File: src/rtl/page_walker.sv
`timescale 1ns/1ps
`default_nettype none
// ============================================================================
//  Module   : page_walker
//  Purpose  : Hardware page-table walker sitting behind the TLB/STLB miss
//             outputs. Accepts one missing (va, pcid), walks an NLEVEL radix
//             page table through a single-outstanding req/resp memory port
//             and either pulses a one-cycle TLB fill (insert) or a one-cycle
//             fault.
//  Revision : 1.0  initial release
// ----------------------------------------------------------------------------
//  Ports
//    clk, rst_n          clock (rising edge), asynchronous active-low reset
//    shutdown            synchronous abort of any walk in progress
//    miss_valid/ready    miss handshake; miss_va, miss_pcid captured on accept
//    ptbr                root table base (page aligned, low bits ignored)
//    mem_req_*           PTE read request (valid/ready, 8-byte aligned addr)
//    mem_resp_*          one PTE beat per accepted request
//    insert, ins_*       one-cycle fill pulse with va/pa/pcid
//    fault               one-cycle walk-failure pulse
//    busy                walk in progress
// ============================================================================
module page_walker #(
    parameter int SADDR  = 64,
    parameter int SPAGE  = 12,
    parameter int SPCID  = 12,
    parameter int NLEVEL = 4,
    parameter int SIDX   = 9
) (
    input  logic             clk,
    input  logic             rst_n,
    input  logic             shutdown,
    input  logic             miss_valid,
    output logic             miss_ready,
    input  logic [SADDR-1:0] miss_va,
    input  logic [SPCID-1:0] miss_pcid,
    input  logic [SADDR-1:0] ptbr,
    output logic             mem_req_valid,
    input  logic             mem_req_ready,
    output logic [SADDR-1:0] mem_req_addr,
    input  logic             mem_resp_valid,
    input  logic [63:0]      mem_resp_data,
    output logic             insert,
    output logic [SADDR-1:0] ins_va,
    output logic [SADDR-1:0] ins_pa,
    output logic [SPCID-1:0] ins_pcid,
    output logic             fault,
    output logic             busy
);

    localparam int             LVW     = (NLEVEL > 1) ? $clog2(NLEVEL) : 1;
    localparam logic [LVW-1:0] LVL_TOP = LVW'(NLEVEL - 1);

    typedef enum logic [2:0] {
        S_IDLE  = 3'd0,
        S_REQ   = 3'd1,
        S_WAIT  = 3'd2,
        S_DONE  = 3'd3,
        S_FAULT = 3'd4
    } state_t;

    state_t           state_q;
    logic [LVW-1:0]   level_q;
    logic             drop_q;
    logic             mem_req_valid_q;
    logic [SADDR-1:0] mem_req_addr_q;
    logic             insert_q;
    logic             fault_q;
    logic             busy_q;
    logic [SADDR-1:0] ins_va_q;
    logic [SADDR-1:0] ins_pa_q;
    logic [SPCID-1:0] ins_pcid_q;

    // Byte offset of the PTE selected by the VA index field of a level.
    function automatic logic [SADDR-1:0] pte_offset(input logic [SADDR-1:0] va,
                                                    input logic [LVW-1:0]   lvl);
        logic [SADDR-1:0] sh;
        sh = va >> (SPAGE + SIDX * int'(lvl));
        return {{(SADDR-SIDX){1'b0}}, sh[SIDX-1:0]} << 3;
    endfunction

    // Next-state values for the request address and the leaf translation.
    logic [SADDR-1:0] root_addr_d;
    logic [SADDR-1:0] next_addr_d;
    logic [SADDR-1:0] leaf_pa_d;
    logic             pte_v;
    logic             pte_l;
    logic             last_lvl;
    logic             pte_bad;

    assign root_addr_d = {ptbr[SADDR-1:SPAGE], {SPAGE{1'b0}}}
                       + pte_offset(miss_va, LVL_TOP);
    assign next_addr_d = {mem_resp_data[SADDR-1:SPAGE], {SPAGE{1'b0}}}
                       + pte_offset(ins_va_q, level_q - LVW'(1));
    assign leaf_pa_d   = {mem_resp_data[SADDR-1:SPAGE], ins_va_q[SPAGE-1:0]};

    assign pte_v    = mem_resp_data[0];
    assign pte_l    = mem_resp_data[1];
    assign last_lvl = (level_q == '0);
    // Only a leaf at level 0 and a pointer above level 0 are legal.
    assign pte_bad  = !pte_v || (pte_l != last_lvl);

    // Gated with rst_n so the handshake is closed while reset is held, yet
    // opens in the very first cycle after release.
    assign miss_ready = rst_n && (state_q == S_IDLE) && !drop_q;

    always_ff @(posedge clk or negedge rst_n) begin
        if (!rst_n) begin
            state_q         <= S_IDLE;
            level_q         <= LVL_TOP;
            drop_q          <= 1'b0;
            mem_req_valid_q <= 1'b0;
            mem_req_addr_q  <= '0;
            insert_q        <= 1'b0;
            fault_q         <= 1'b0;
            busy_q          <= 1'b0;
            ins_va_q        <= '0;
            ins_pa_q        <= '0;
            ins_pcid_q      <= '0;
        end else begin
            insert_q <= 1'b0;
            fault_q  <= 1'b0;

            // A response orphaned by shutdown is swallowed here.
            if (drop_q && mem_resp_valid) begin
                drop_q <= 1'b0;
            end

            if (shutdown) begin
                // If the response lands in the same cycle it is consumed
                // now, so there is nothing left to drop.
                if (state_q == S_WAIT && !mem_resp_valid) begin
                    drop_q <= 1'b1;
                end
                state_q         <= S_IDLE;
                mem_req_valid_q <= 1'b0;
                busy_q          <= 1'b0;
            end else begin
                case (state_q)
                    S_IDLE: begin
                        if (miss_valid && miss_ready) begin
                            ins_va_q        <= miss_va;
                            ins_pcid_q      <= miss_pcid;
                            level_q         <= LVL_TOP;
                            mem_req_addr_q  <= root_addr_d;
                            mem_req_valid_q <= 1'b1;
                            busy_q          <= 1'b1;
                            state_q         <= S_REQ;
                        end
                    end
                    S_REQ: begin
                        if (mem_req_ready) begin
                            mem_req_valid_q <= 1'b0;
                            state_q         <= S_WAIT;
                        end
                    end
                    S_WAIT: begin
                        if (mem_resp_valid) begin
                            if (pte_bad) begin
                                fault_q <= 1'b1;
                                state_q <= S_FAULT;
                            end else if (!pte_l) begin
                                level_q         <= level_q - LVW'(1);
                                mem_req_addr_q  <= next_addr_d;
                                mem_req_valid_q <= 1'b1;
                                state_q         <= S_REQ;
                            end else begin
                                ins_pa_q <= leaf_pa_d;
                                insert_q <= 1'b1;
                                state_q  <= S_DONE;
                            end
                        end
                    end
                    S_DONE, S_FAULT: begin
                        busy_q  <= 1'b0;
                        state_q <= S_IDLE;
                    end
                    default: begin
                        mem_req_valid_q <= 1'b0;
                        busy_q          <= 1'b0;
                        state_q         <= S_IDLE;
                    end
                endcase
            end
        end
    end

    assign mem_req_valid = mem_req_valid_q;
    assign mem_req_addr  = mem_req_addr_q;
    assign insert        = insert_q;
    assign fault         = fault_q;
    assign busy          = busy_q;
    assign ins_va        = ins_va_q;
    assign ins_pa        = ins_pa_q;
    assign ins_pcid      = ins_pcid_q;

    // PTE flag bits 11:2, any PTE bits above SADDR and the page-offset bits
    // of ptbr carry no meaning for the walk.
    logic unused_ok;
    assign unused_ok = ^{ptbr, mem_resp_data};

endmodule
`default_nettype wire

File: config.mk
export PLATFORM = sky130hd
export DESIGN_NAME = page_walker
export DESIGN_NICKNAME = d
export VERILOG_FILES = /design/src/rtl/page_walker.sv
export SDC_FILE = /design/constraint.sdc
export NUM_CORES = 1
export LEC_CHECK = 0
export CORE_AREA = 2 2 165 167
export DETAILED_ROUTE_END_ITERATION = 10
export DIE_AREA = 0 0 167 169
export PLACE_DENSITY = 0.69
export SYNTH_ARGS = -nofsm -noshare
export SYNTH_HDL_FRONTEND = slang
export SYNTH_SLANG_ARGS = --single-unit
File: constraint.sdc
create_clock -name clk -period 6.15 [get_ports clk]
set_input_delay 1.23 -clock clk [delete_from_list [all_inputs] [get_ports clk]]
set_output_delay 1.23 -clock clk [all_outputs]
set_load 0.05 [all_outputs]
==> impl_metrics.tcl, run 1 <==
set metrics [dict create \
    path_clk_slew_ps 50 \
    count_of_antenna_violating_nets_left_after_detailed_routing 0 \
    switching_power_mw 2.62 \
    via_count 6259 \
    grt_pass1_vias 6889 \
    crit_fanout 27 \
    clock-skew-final_ps 9.79 \
    powerDensity_nw_per_um2 458 \
    seq_area_frac_synth_pct 57.2 \
    slew-limit-headroom_pct 30.5 \
    placed_cells_incl_taps 1274 \
    max-cap-violations 0 \
    yosysUniqueCellTypes 35 \
    clk_root_buffer_cell "sky130_fd_sc_hd__clkbuf_16" \
    floorplan.die.width_um 167 \
    drt-pass1-iter-count 4 \
    drt-initial-drc-count 204 \
    layout.cells.non_filler 1315 \
    clkLatencyLatePin_ps 510 \
    numCtsBuffers 25 \
    synth_mux_area_share_pct 36.8 \
    design.die.area_um2 28200 \
    synth_adder_area_share_pct 0.136 \
    highest_layer "met4" \
    synth_cells 567 \
    post_synth_and_or_nand_nor_area_fraction_pct 1.84 \
    pin_count_of_the_biggest_net_entering_global_routing 77 \
    setup_violations 0 \
    grt_usage_pct 18.1 \
    drc 0 \
    grt_setup_unrepaired "no" \
    report.final.hold_viol_count 0 \
    post-synth-top-area-fraction_pct 56.7 \
    cp.arrival_ps 2740 \
    clkPwrFrac_pct 23.1 \
    numClockSinks 211 \
    critPathKind "in -> out" \
    min_path_type "reg -> reg" \
    yosysWarnings 0 \
    fillCellCount 2215 \
    fin_setup_tns_ps 0 \
    p_sw_share_pct 40.0 \
    grt_first_pass_wirelength_um 40300 \
    combPwrFrac_pct 46.0 \
    drv_slew 0 \
    cell_type_contributing_the_most_total_cell_area_after_synthesis "sky130_fd_sc_hd__dfrtp_1" \
    routedWlPerCell_um 19.7 \
    dominant_combinational_cell_family_by_area_after_synthesis "multiplexers" \
    wl_met1_um 10300 \
    final_period_minus_worst_setup_slack_ps 3970 \
    vert_die_dim_um 169 \
    num-nets-final 1171 \
    mappedNetlistArea_um2 9230 \
    utilization_pct 53.9 \
    timing.critical_path.from_type "input pin" \
    critical_path.cell_chain "buf_8 > nor2b_1 > and2_1 > clkdlybuf4s50_1" \
    met2_wirelength_um 12800 \
    static_leakage_nw 6.22 \
    route.detailed.vias_per_inst 4.76 \
    synth_compound_gate_area_share_pct 0.949 \
    tritoncts "yes" \
    synth_area_per_cell_um2 16.3 \
    cts_hold_buffers 0 \
    post_synth_xor_area_fraction_pct 0.176 \
    met3RoutedLength_um 2120 \
    worst_ep_required_time_ps 4920 \
    num_rows 60 \
    fp.coreArea_um2 26500 \
    antenna-diode-count 0 \
    crit_path_end_kind "output pin" \
    largest_cells_by_area_after_synthesis "sky130_fd_sc_hd__dfrtp_1 57%, sky130_fd_sc_hd__mux2_2 25%, sky130_fd_sc_hd__mux2_4 9.6%" \
    design_power_total_mw 6.53 \
    synth-seq-cells 211 \
    cts.path.max_buffers 3 \
    critical_path.slowest_cell "sky130_fd_sc_hd__clkdlybuf4s50_1" \
    routability_cong 0.727 \
    initial_antenna_violation_count 0 \
    cts_htree_levels 1 \
    fmax_mhz 252 \
    critPathMaxStageDelay_ps 880 \
    number_of_top_level_pins 419 \
    grt-ovfl-total 0 \
    status "complete, no violations" \
    buffer_ports.inserted 393 \
    totalWireLength_um 25900 \
    hpwl_um 18000 \
    p_int_mw 3.92 \
    max-vdd-ir-drop_uv 303 \
    power.sequential.fraction_pct 30.8 \
    cts-resized-gates 0 \
    floorplan.initialDensity_pct 34.8 \
    postCtsSetupRepairBufs 0 \
    worst-slew-pin-transition_ps 1040 \
    layout-area-overhead-vs-synth_pct 54.7 \
    post_route_cells_drive_above_1_share_pct 34.0 \
    min_period_over_period_pct 64.5 \
]
-- worst paths after layout --
path	start	endpoint	slack (ps)	depth (start not counted)
hold reg to reg	drop_q	drop_q	500	2
setup / recovery	rst_n	miss_ready	2180	4
hold / removal	drop_q	drop_q	500	2
setup reg to reg	state_q[0]	mem_req_addr[63]	2770	6
min in group asynchronous	rst_n	ins_pa[63]	550	1
max in group asynchronous	rst_n	ins_pa[1]	3780	3
-- cell families after synthesis --
family,Yosys count
adder cells (fa/ha/maj),1
multiplexers,273
AO/OA/AOI/OAI,14
flip-flops,211
AND/OR/NAND/NOR,27
XOR/XNOR,1
other,1
buffers and inverters,39
-- sequential cells by signal, summed over array words and instances, names as in the netlist --
signal         cells
ins_va            64
fault              1
state_q            3
mem_req_valid      1
insert             1
level_q            2
ins_pa            64
busy               1
mem_req_addr      61
ins_pcid          12
drop_q             1
-- placed cells by master (no fill, tap or decap), types with 2 or more instances in the layout --
| master | Yosys | routed |
|---|---|---|
| sky130_fd_sc_hd__clkdlybuf4s50_1 | 0 | 392 |
| sky130_fd_sc_hd__dfstp_2 | 2 | 2 |
| sky130_fd_sc_hd__nand2_1 | 4 | 4 |
| sky130_fd_sc_hd__clkinv_2 | 0 | 3 |
| sky130_fd_sc_hd__o21ai_0 | 2 | 2 |
| sky130_fd_sc_hd__nand2b_1 | 6 | 6 |
| sky130_fd_sc_hd__or3b_2 | 2 | 2 |
| sky130_fd_sc_hd__buf_4 | 9 | 7 |
| sky130_fd_sc_hd__mux2_4 | 59 | 59 |
| sky130_fd_sc_hd__clkbuf_16 | 0 | 25 |
| sky130_fd_sc_hd__bufinv_16 | 0 | 3 |
| sky130_fd_sc_hd__clkbuf_8 | 0 | 7 |
| sky130_fd_sc_hd__conb_1 | 1 | 3 |
| sky130_fd_sc_hd__clkbuf_1 | 1 | 2 |
| sky130_fd_sc_hd__mux4_2 | 9 | 9 |
| sky130_fd_sc_hd__dfrtp_1 | 209 | 209 |
| sky130_fd_sc_hd__a21oi_1 | 7 | 7 |
| sky130_fd_sc_hd__nor2_1 | 4 | 3 |
| sky130_fd_sc_hd__mux2_2 | 205 | 205 |
| sky130_fd_sc_hd__inv_1 | 2 | 2 |
| sky130_fd_sc_hd__a2111oi_0 | 2 | 2 |
-- layer usage --
metal,up-vias,track usage (%)
met2,260,30.9
met1,3139,22.2
met5,-,0
met3,41,5.35
met4,0,5.21
li1,2819,-
-- cells in the mapped netlist --
| library cell | count |
|---|---|
| sky130_fd_sc_hd__mux2_4 | 59 |
| sky130_fd_sc_hd__buf_1 | 2 |
| sky130_fd_sc_hd__clkbuf_1 | 1 |
| sky130_fd_sc_hd__nand2b_1 | 6 |
| sky130_fd_sc_hd__dfstp_2 | 2 |
| sky130_fd_sc_hd__nor4b_1 | 1 |
| sky130_fd_sc_hd__nand3b_1 | 1 |
| sky130_fd_sc_hd__or4b_2 | 1 |
| sky130_fd_sc_hd__and2_1 | 1 |
| sky130_fd_sc_hd__buf_4 | 9 |
| sky130_fd_sc_hd__or3_1 | 1 |
| sky130_fd_sc_hd__nor3_4 | 1 |
| sky130_fd_sc_hd__nand3_1 | 1 |
| sky130_fd_sc_hd__ha_1 | 1 |
| sky130_fd_sc_hd__or3b_2 | 2 |
| sky130_fd_sc_hd__conb_1 | 1 |
| sky130_fd_sc_hd__xnor2_2 | 1 |
| sky130_fd_sc_hd__buf_2 | 17 |
| sky130_fd_sc_hd__nor3b_1 | 1 |
| sky130_fd_sc_hd__nand2_1 | 4 |
| sky130_fd_sc_hd__nor3_1 | 1 |
| sky130_fd_sc_hd__a21oi_1 | 7 |
| sky130_fd_sc_hd__a21boi_1 | 1 |
| sky130_fd_sc_hd__dfrtp_1 | 209 |
| sky130_fd_sc_hd__nor4_1 | 1 |
| sky130_fd_sc_hd__a2111o_1 | 1 |
| sky130_fd_sc_hd__mux4_2 | 9 |
| sky130_fd_sc_hd__nor2_1 | 4 |
| sky130_fd_sc_hd__a31oi_1 | 1 |
| sky130_fd_sc_hd__inv_1 | 2 |
| sky130_fd_sc_hd__nor2b_1 | 1 |
| sky130_fd_sc_hd__mux2_2 | 205 |
| sky130_fd_sc_hd__a2111oi_0 | 2 |
| sky130_fd_sc_hd__o21ai_0 | 2 |
| sky130_fd_sc_hd__buf_6 | 8 |
-- power by group through the flow --
stage | registers, mW | logic, mW | clock network [mW]
2_1_floorplan | 3.31 | 0.638 | 0
3_3_place_gp | 2.02 | 3.01 | 0
3_5_place_dp | 2.03 | 3.02 | 0
4_1_cts | 2.02 | 3.03 | 1.56
5_1_grt | 2.07 | 3.11 | 1.62
6_report | 2.01 | 3.01 | 1.51
-- critical path: cells and delay by family --
| family | cells | cell delay (ps) |
|---|---|---|
| simple gates | 2 | 420 |
| buf+inv | 2 | 1070 |
-- through the flow --
step	hold WS (ps)	worst slack [ps]	instance area, um^2
detailed placement	491	2170	13400
global route	516	2090	14300
CTS	506	2150	14300
floorplan	463	3100	9240
finish	501	2180	14300
global placement	482	2150	13400
-- cell type report --
class	count	area [um^2]	area share, %
repair buffers	401	4010	28.1
multi-input cells	319	3710	26.0
flip-flops and latches	211	5280	37.0
inverters	2	7.51	0.0526
clock buffers	34	729	5.11
well taps	341	427	2.99
clock inverters	7	113	0.789
Power figures use the tool's default switching activity.
==> inputs of run 2 (changes only) <==
CORE_AREA = 2 2 161 163   (was 2 2 165 167)
DIE_AREA = 0 0 163 165   (was 0 0 167 169)
PLACE_DENSITY = 0.72   (was 0.69)
clock period = 3.8 ns   (was 6.15 ns; I/O delays follow)
==> run 2 against run 1 <==
Against the previous run: utilization increased by 3.1 points; first-iteration DRC count increased by 35%; non-clock buffer count unchanged; power increased by 60%; worst hold slack got worse by 370 ps; die area decreased by 4.7%; flip-flop and latch count unchanged; sequential share of layout area about the same; largest power group unchanged; highest routed layer is now met5.
==> impl_metrics.tcl, run 2 (synthesis results as in run 1) <==
set metrics [dict create \
    status "complete, no violations" \
    cp.arrival_ps 3220 \
    layout-area-overhead-vs-synth_pct 54.6 \
    hpwl_um 18000 \
    vert_die_dim_um 165 \
    tritoncts "yes" \
    grt-ovfl-total 0 \
    r2r.worst_path.cells 7 \
    fp.coreArea_um2 25000 \
    report.final.hold_viol_count 0 \
    most_frequent_standard_cell_in_the_layout_excluding_fill_and_tap_cells "sky130_fd_sc_hd__clkdlybuf4s50_1" \
    final_cell_mix "391 x sky130_fd_sc_hd__clkdlybuf4s50_1, 209 x sky130_fd_sc_hd__dfrtp_1, 205 x sky130_fd_sc_hd__mux2_2, 59 x sky130_fd_sc_hd__mux2_4, 27 x sky130_fd_sc_hd__clkbuf_16" \
    path_clk_slew_ps 60 \
    drv_slew 0 \
    fin_setup_tns_ps 0 \
    clkPwrFrac_pct 22.2 \
    postCtsSetupRepairBufs 0 \
    crit_fanout 35 \
    grt_setup_unrepaired "no" \
    worst_r2r_endpoint "mem_req_addr[51]" \
    critPathMaxStageDelay_ps 800 \
    p_int_mw 6.20 \
    cts-resized-gates 0 \
    antenna-diode-count 0 \
    max-vdd-ir-drop_uv 483 \
    totalWireLength_um 25800 \
    worst-slew-pin-transition_ps 967 \
    p_sw_share_pct 40.6 \
    num_rows 58 \
    initial_antenna_violation_count 2 \
    static_leakage_nw 6.22 \
    r2r-start "level_q[0]" \
    clkLatencyLatePin_ps 520 \
    numCtsBuffers 26 \
    max-cap-violations 0 \
    min_path_type "in -> async" \
    slew-limit-headroom_pct 35.6 \
    clock-skew-final_ps 14.0 \
    grt_first_pass_wirelength_um 38300 \
    min_period_over_period_pct 74.2 \
    combPwrFrac_pct 46.6 \
    layout.cells.non_filler 1307 \
    number_of_top_level_pins 419 \
    clk_root_buffer_cell "sky130_fd_sc_hd__clkbuf_16" \
    route.detailed.vias_per_inst 4.75 \
    critical_path.cell_chain "inv_1 > ha_1 > xnor2_2 > a31oi_1 > a2111o_2 > buf_4 > mux2_4" \
    fmax_mhz 355 \
    design.die.area_um2 26900 \
    routedWlPerCell_um 19.7 \
    design_power_total_mw 10.4 \
    num-nets-final 1172 \
    cts_htree_levels 1 \
    buffer_ports.inserted 393 \
    pin_count_of_the_biggest_net_entering_global_routing 102 \
    fillCellCount 2035 \
    drt-pass1-iter-count 4 \
    via_count 6206 \
    numClockSinks 211 \
    switching_power_mw 4.24 \
    setup_violations 0 \
    powerDensity_nw_per_um2 731 \
    drt-initial-drc-count 276 \
    count_of_antenna_violating_nets_left_after_detailed_routing 0 \
    drc 0 \
    routability_cong 0.749 \
    post_route_cells_drive_above_1_share_pct 33.9 \
    placed_cells_incl_taps 1263 \
    grt_usage_pct 18.5 \
    critical_path.slowest_cell "sky130_fd_sc_hd__dfstp_2" \
    final_period_minus_worst_setup_slack_ps 2820 \
    floorplan.die.width_um 163 \
    crit_path_end_kind "register" \
    critPathKind "reg -> reg" \
    cts_hold_buffers 0 \
    cts.path.max_buffers 3 \
    power.sequential.fraction_pct 31.2 \
    worst_ep_required_time_ps 4200 \
    floorplan.initialDensity_pct 36.9 \
    r2r_slack_ps 980 \
    grt_pass1_vias 6613 \
    timing.critical_path.from_type "register" \
]
[run 2: cell types whose count changed in the layout (fill, tap and decap cells not counted), sizes merged]
cell / change
buf: +1
bufinv: -3
clkbuf: +4
clkdlybuf4s50: -1
clkinv: +2
clkinvlp: -1
inv: +1
[run 2: per-layer routing]
layer	track usage (%)	part of all wire, %	up-vias
met5	0	0.081	-
met4	6.36	3.1	4
met2	31.6	49	272
met3	6.93	9.8	54
li1	-	-	2827
met1	21.5	38	3049
[run 2: worst max path at each step]
| stage | start | slack [ps] | endpoint |
|---|---|---|---|
| finish | level_q[0] | 980 | mem_req_addr[51] |
| global route | level_q[0] | 830 | mem_req_addr[4] |
| CTS | level_q[0] | 940 | mem_req_addr[51] |
| detailed placement | mem_resp_data[1] | 830 | mem_req_addr[51] |
| global placement | mem_resp_data[1] | 850 | mem_req_addr[57] |
| floorplan | level_q[0] | 1320 | mem_req_addr[10] |
[run 2: stage by stage]
| stage | instance area [um^2] | utilization, % | worst slack, ps | hold slack, ps |
|---|---|---|---|---|
| finish | 14300 | 57.0 | 980 | 129 |
| detailed placement | 13500 | 53.8 | 831 | 492 |
| floorplan | 9240 | - | 1320 | 463 |
| global placement | 13500 | 53.8 | 852 | 487 |
| global route | 14300 | 57.0 | 830 | 140 |
| CTS | 14300 | 57.0 | 941 | 123 |
[run 2: layout make-up]
cell class              instances  area [um^2]  area share [%]
flip-flops and latches        211         5280            37.0
repair buffers                401         4060            28.4
multi-input cells             319         3710            26.0
clock buffers                  38          767            5.37
well taps                     330          413            2.89
clock inverters                 6         37.5           0.263
inverters                       2         7.51          0.0526
[run 2: power groups by stage]
stage          clock network, mW  logic [mW]  registers, mW
2_1_floorplan                  0        1.03           5.37
4_1_cts                     2.39        4.92           3.26
3_3_place_gp                   0        4.88           3.25
5_1_grt                     2.48        5.04           3.33
3_5_place_dp                   0        4.90           3.28
6_report                    2.32        4.87           3.25
[run 2: critical path, delay by kind of cell, from the launching register on]
kind,cells,cell delay [ps]
flops,1,800
fa+ha+maj,1,270
compound gates,2,590
buf+inv,2,450
xor+xnor,1,190
mux,1,380
==> inputs of run 3 (changes only) <==
clock period = 2.65 ns   (was 3.8 ns; I/O delays follow)
==> run 3 against run 2 <==
Against the previous run: setup slack worse by 720 ps; maximum frequency up 18%; sequential share of layout area down 0.39 points; highest routed layer unchanged; flip-flop and latch count unchanged; clock power up 53%; worst hold slack worse by 31 ps; utilization up 0.60 points; global-route usage up 0.33 points; critical path type unchanged.
==> impl_metrics.tcl, run 3 (synthesis results as in run 1) <==
set metrics [dict create \
    status "complete, no violations" \
    drt-initial-drc-count 291 \
    utilization_pct 57.6 \
    via_count 6287 \
    initial_antenna_violation_count 2 \
    critical_path.slowest_cell "sky130_fd_sc_hd__dfstp_2" \
    final-seq-area_um2 5280 \
    route.detailed.vias_per_inst 4.77 \
    number_of_top_level_pins 419 \
    setup_violations 0 \
    final_period_minus_worst_setup_slack_ps 2390 \
    numClockSinks 211 \
    path_clk_slew_ps 60 \
    min_path_type "in -> async" \
    pin_count_of_the_biggest_net_entering_global_routing 160 \
    vert_die_dim_um 165 \
    grt_pass1_vias 6808 \
    drv_slew 0 \
    fin_setup_tns_ps 0 \
    grt_first_pass_wirelength_um 39300 \
    grt_setup_unrepaired "no" \
    fp.coreArea_um2 25000 \
    cts_htree_levels 1 \
    numCtsBuffers 26 \
    met3RoutedLength_um 2630 \
    num-nets-final 1181 \
    routability_cong 0.763 \
    crit_path_end_kind "register" \
    design_power_total_mw 15.2 \
    cts_hold_buffers 0 \
    fillCellCount 2064 \
    max-cap-violations 0 \
    worst_ep_required_time_ps 3040 \
    met2_wirelength_um 13000 \
    fmax_mhz 418 \
    cts-resized-gates 0 \
    highest_layer "met5" \
    totalWireLength_um 26100 \
    most_frequent_standard_cell_in_the_layout_excluding_fill_and_tap_cells "sky130_fd_sc_hd__clkdlybuf4s50_1" \
    routedWlPerCell_um 19.8 \
    min_period_over_period_pct 90.3 \
    design.die.area_um2 26900 \
    antenna-diode-count 0 \
    layout-area-overhead-vs-synth_pct 56.3 \
    critical_path.cell_chain "inv_1 > ha_1 > xnor2_2 > a31oi_1 > a2111o_2 > buf_12 > mux2_4" \
    clock-skew-final_ps 11.6 \
    clkLatencyLatePin_ps 520 \
    count_of_antenna_violating_nets_left_after_detailed_routing 0 \
    slew-limit-headroom_pct 38.0 \
    report.final.hold_viol_count 0 \
    buffer_ports.inserted 393 \
    timing.critical_path.from_type "register" \
    wl_met1_um 9900 \
    num_rows 58 \
    crit_fanout 33 \
    static_leakage_nw 6.31 \
    grt-ovfl-total 0 \
    powerDensity_nw_per_um2 1060 \
    r2r.worst_path.cells 7 \
    floorplan.die.width_um 163 \
    drt-pass1-iter-count 4 \
    worst-slew-pin-transition_ps 930 \
    critPathMaxStageDelay_ps 530 \
    cts.path.max_buffers 3 \
    post_route_cells_drive_above_1_share_pct 34.8 \
    cp.arrival_ps 2780 \
    drc 0 \
    grt_usage_pct 18.9 \
    final_cell_mix "391 x sky130_fd_sc_hd__clkdlybuf4s50_1, 209 x sky130_fd_sc_hd__dfrtp_1, 205 x sky130_fd_sc_hd__mux2_2, 59 x sky130_fd_sc_hd__mux2_4, 27 x sky130_fd_sc_hd__clkbuf_16" \
    critPathKind "reg -> reg" \
    tritoncts "yes" \
    max-vdd-ir-drop_uv 628 \
    hpwl_um 18500 \
    multi_input_gate_area_um2 3710 \
    postCtsSetupRepairBufs 0 \
    floorplan.initialDensity_pct 36.9 \
    hold_slack_ps 98.1 \
    clk_root_buffer_cell "sky130_fd_sc_hd__clkbuf_16" \
]
==> run 3: layout make-up <==
type,count,share of cell area (%)
Sequential cell,211,36.6
Timing Repair Buffer,410,28.8
Multi-Input combinational cell,319,25.7
Clock buffer,37,5.36
Tap cell,330,2.86
Clock inverter,8,0.624
Inverter,2,0.0520
==> run 3: per-layer routing <==
metal  track usage (%)  vias to the layer above
met5                 0                        -
met4              5.07                        4
met3              7.21                       44
met1              21.8                     3131
li1                  -                     2845
met2              32.8                      263
==> run 3: path summary, 6_finish.rpt <==
path,from,end,slack (ps)
max in group asynchronous,rst_n,ins_pcid[9],1290
worst max-delay path,level_q[0],mem_req_addr[38],260
min in group clk,drop_q,drop_q,490
worst max register to register,level_q[0],mem_req_addr[38],260
worst min-delay path,rst_n,drop_q,100
worst min register to register,drop_q,drop_q,490
==> run 3: stage by stage <==
stage | cell area (um^2) | cells | worst slack (ps)
2_1_floorplan | 9240 | 569 | 174
3_3_place_gp | 13600 | 1272 | 109
3_5_place_dp | 13600 | 1272 | 56.0
4_1_cts | 14400 | 1317 | 261
5_1_grt | 14400 | 1317 | 188
6_report | 14400 | 1317 | 257
==> run 3: worst max-delay path: cells and delay by family, from the launching register on <==
kind	cells	cell delay (ps)
compound gates	2	660
flops	1	530
mux	1	330
buf+inv	2	250
fa+ha+maj	1	240
xor+xnor	1	200
==> run 3: power breakdown <==
part / internal [mW] / switching [mW] / total (mW)
clock network: 2.20 / 1.34 / 3.55
logic: 2.82 / 4.20 / 7.02
registers: 4.10 / 0.555 / 4.66
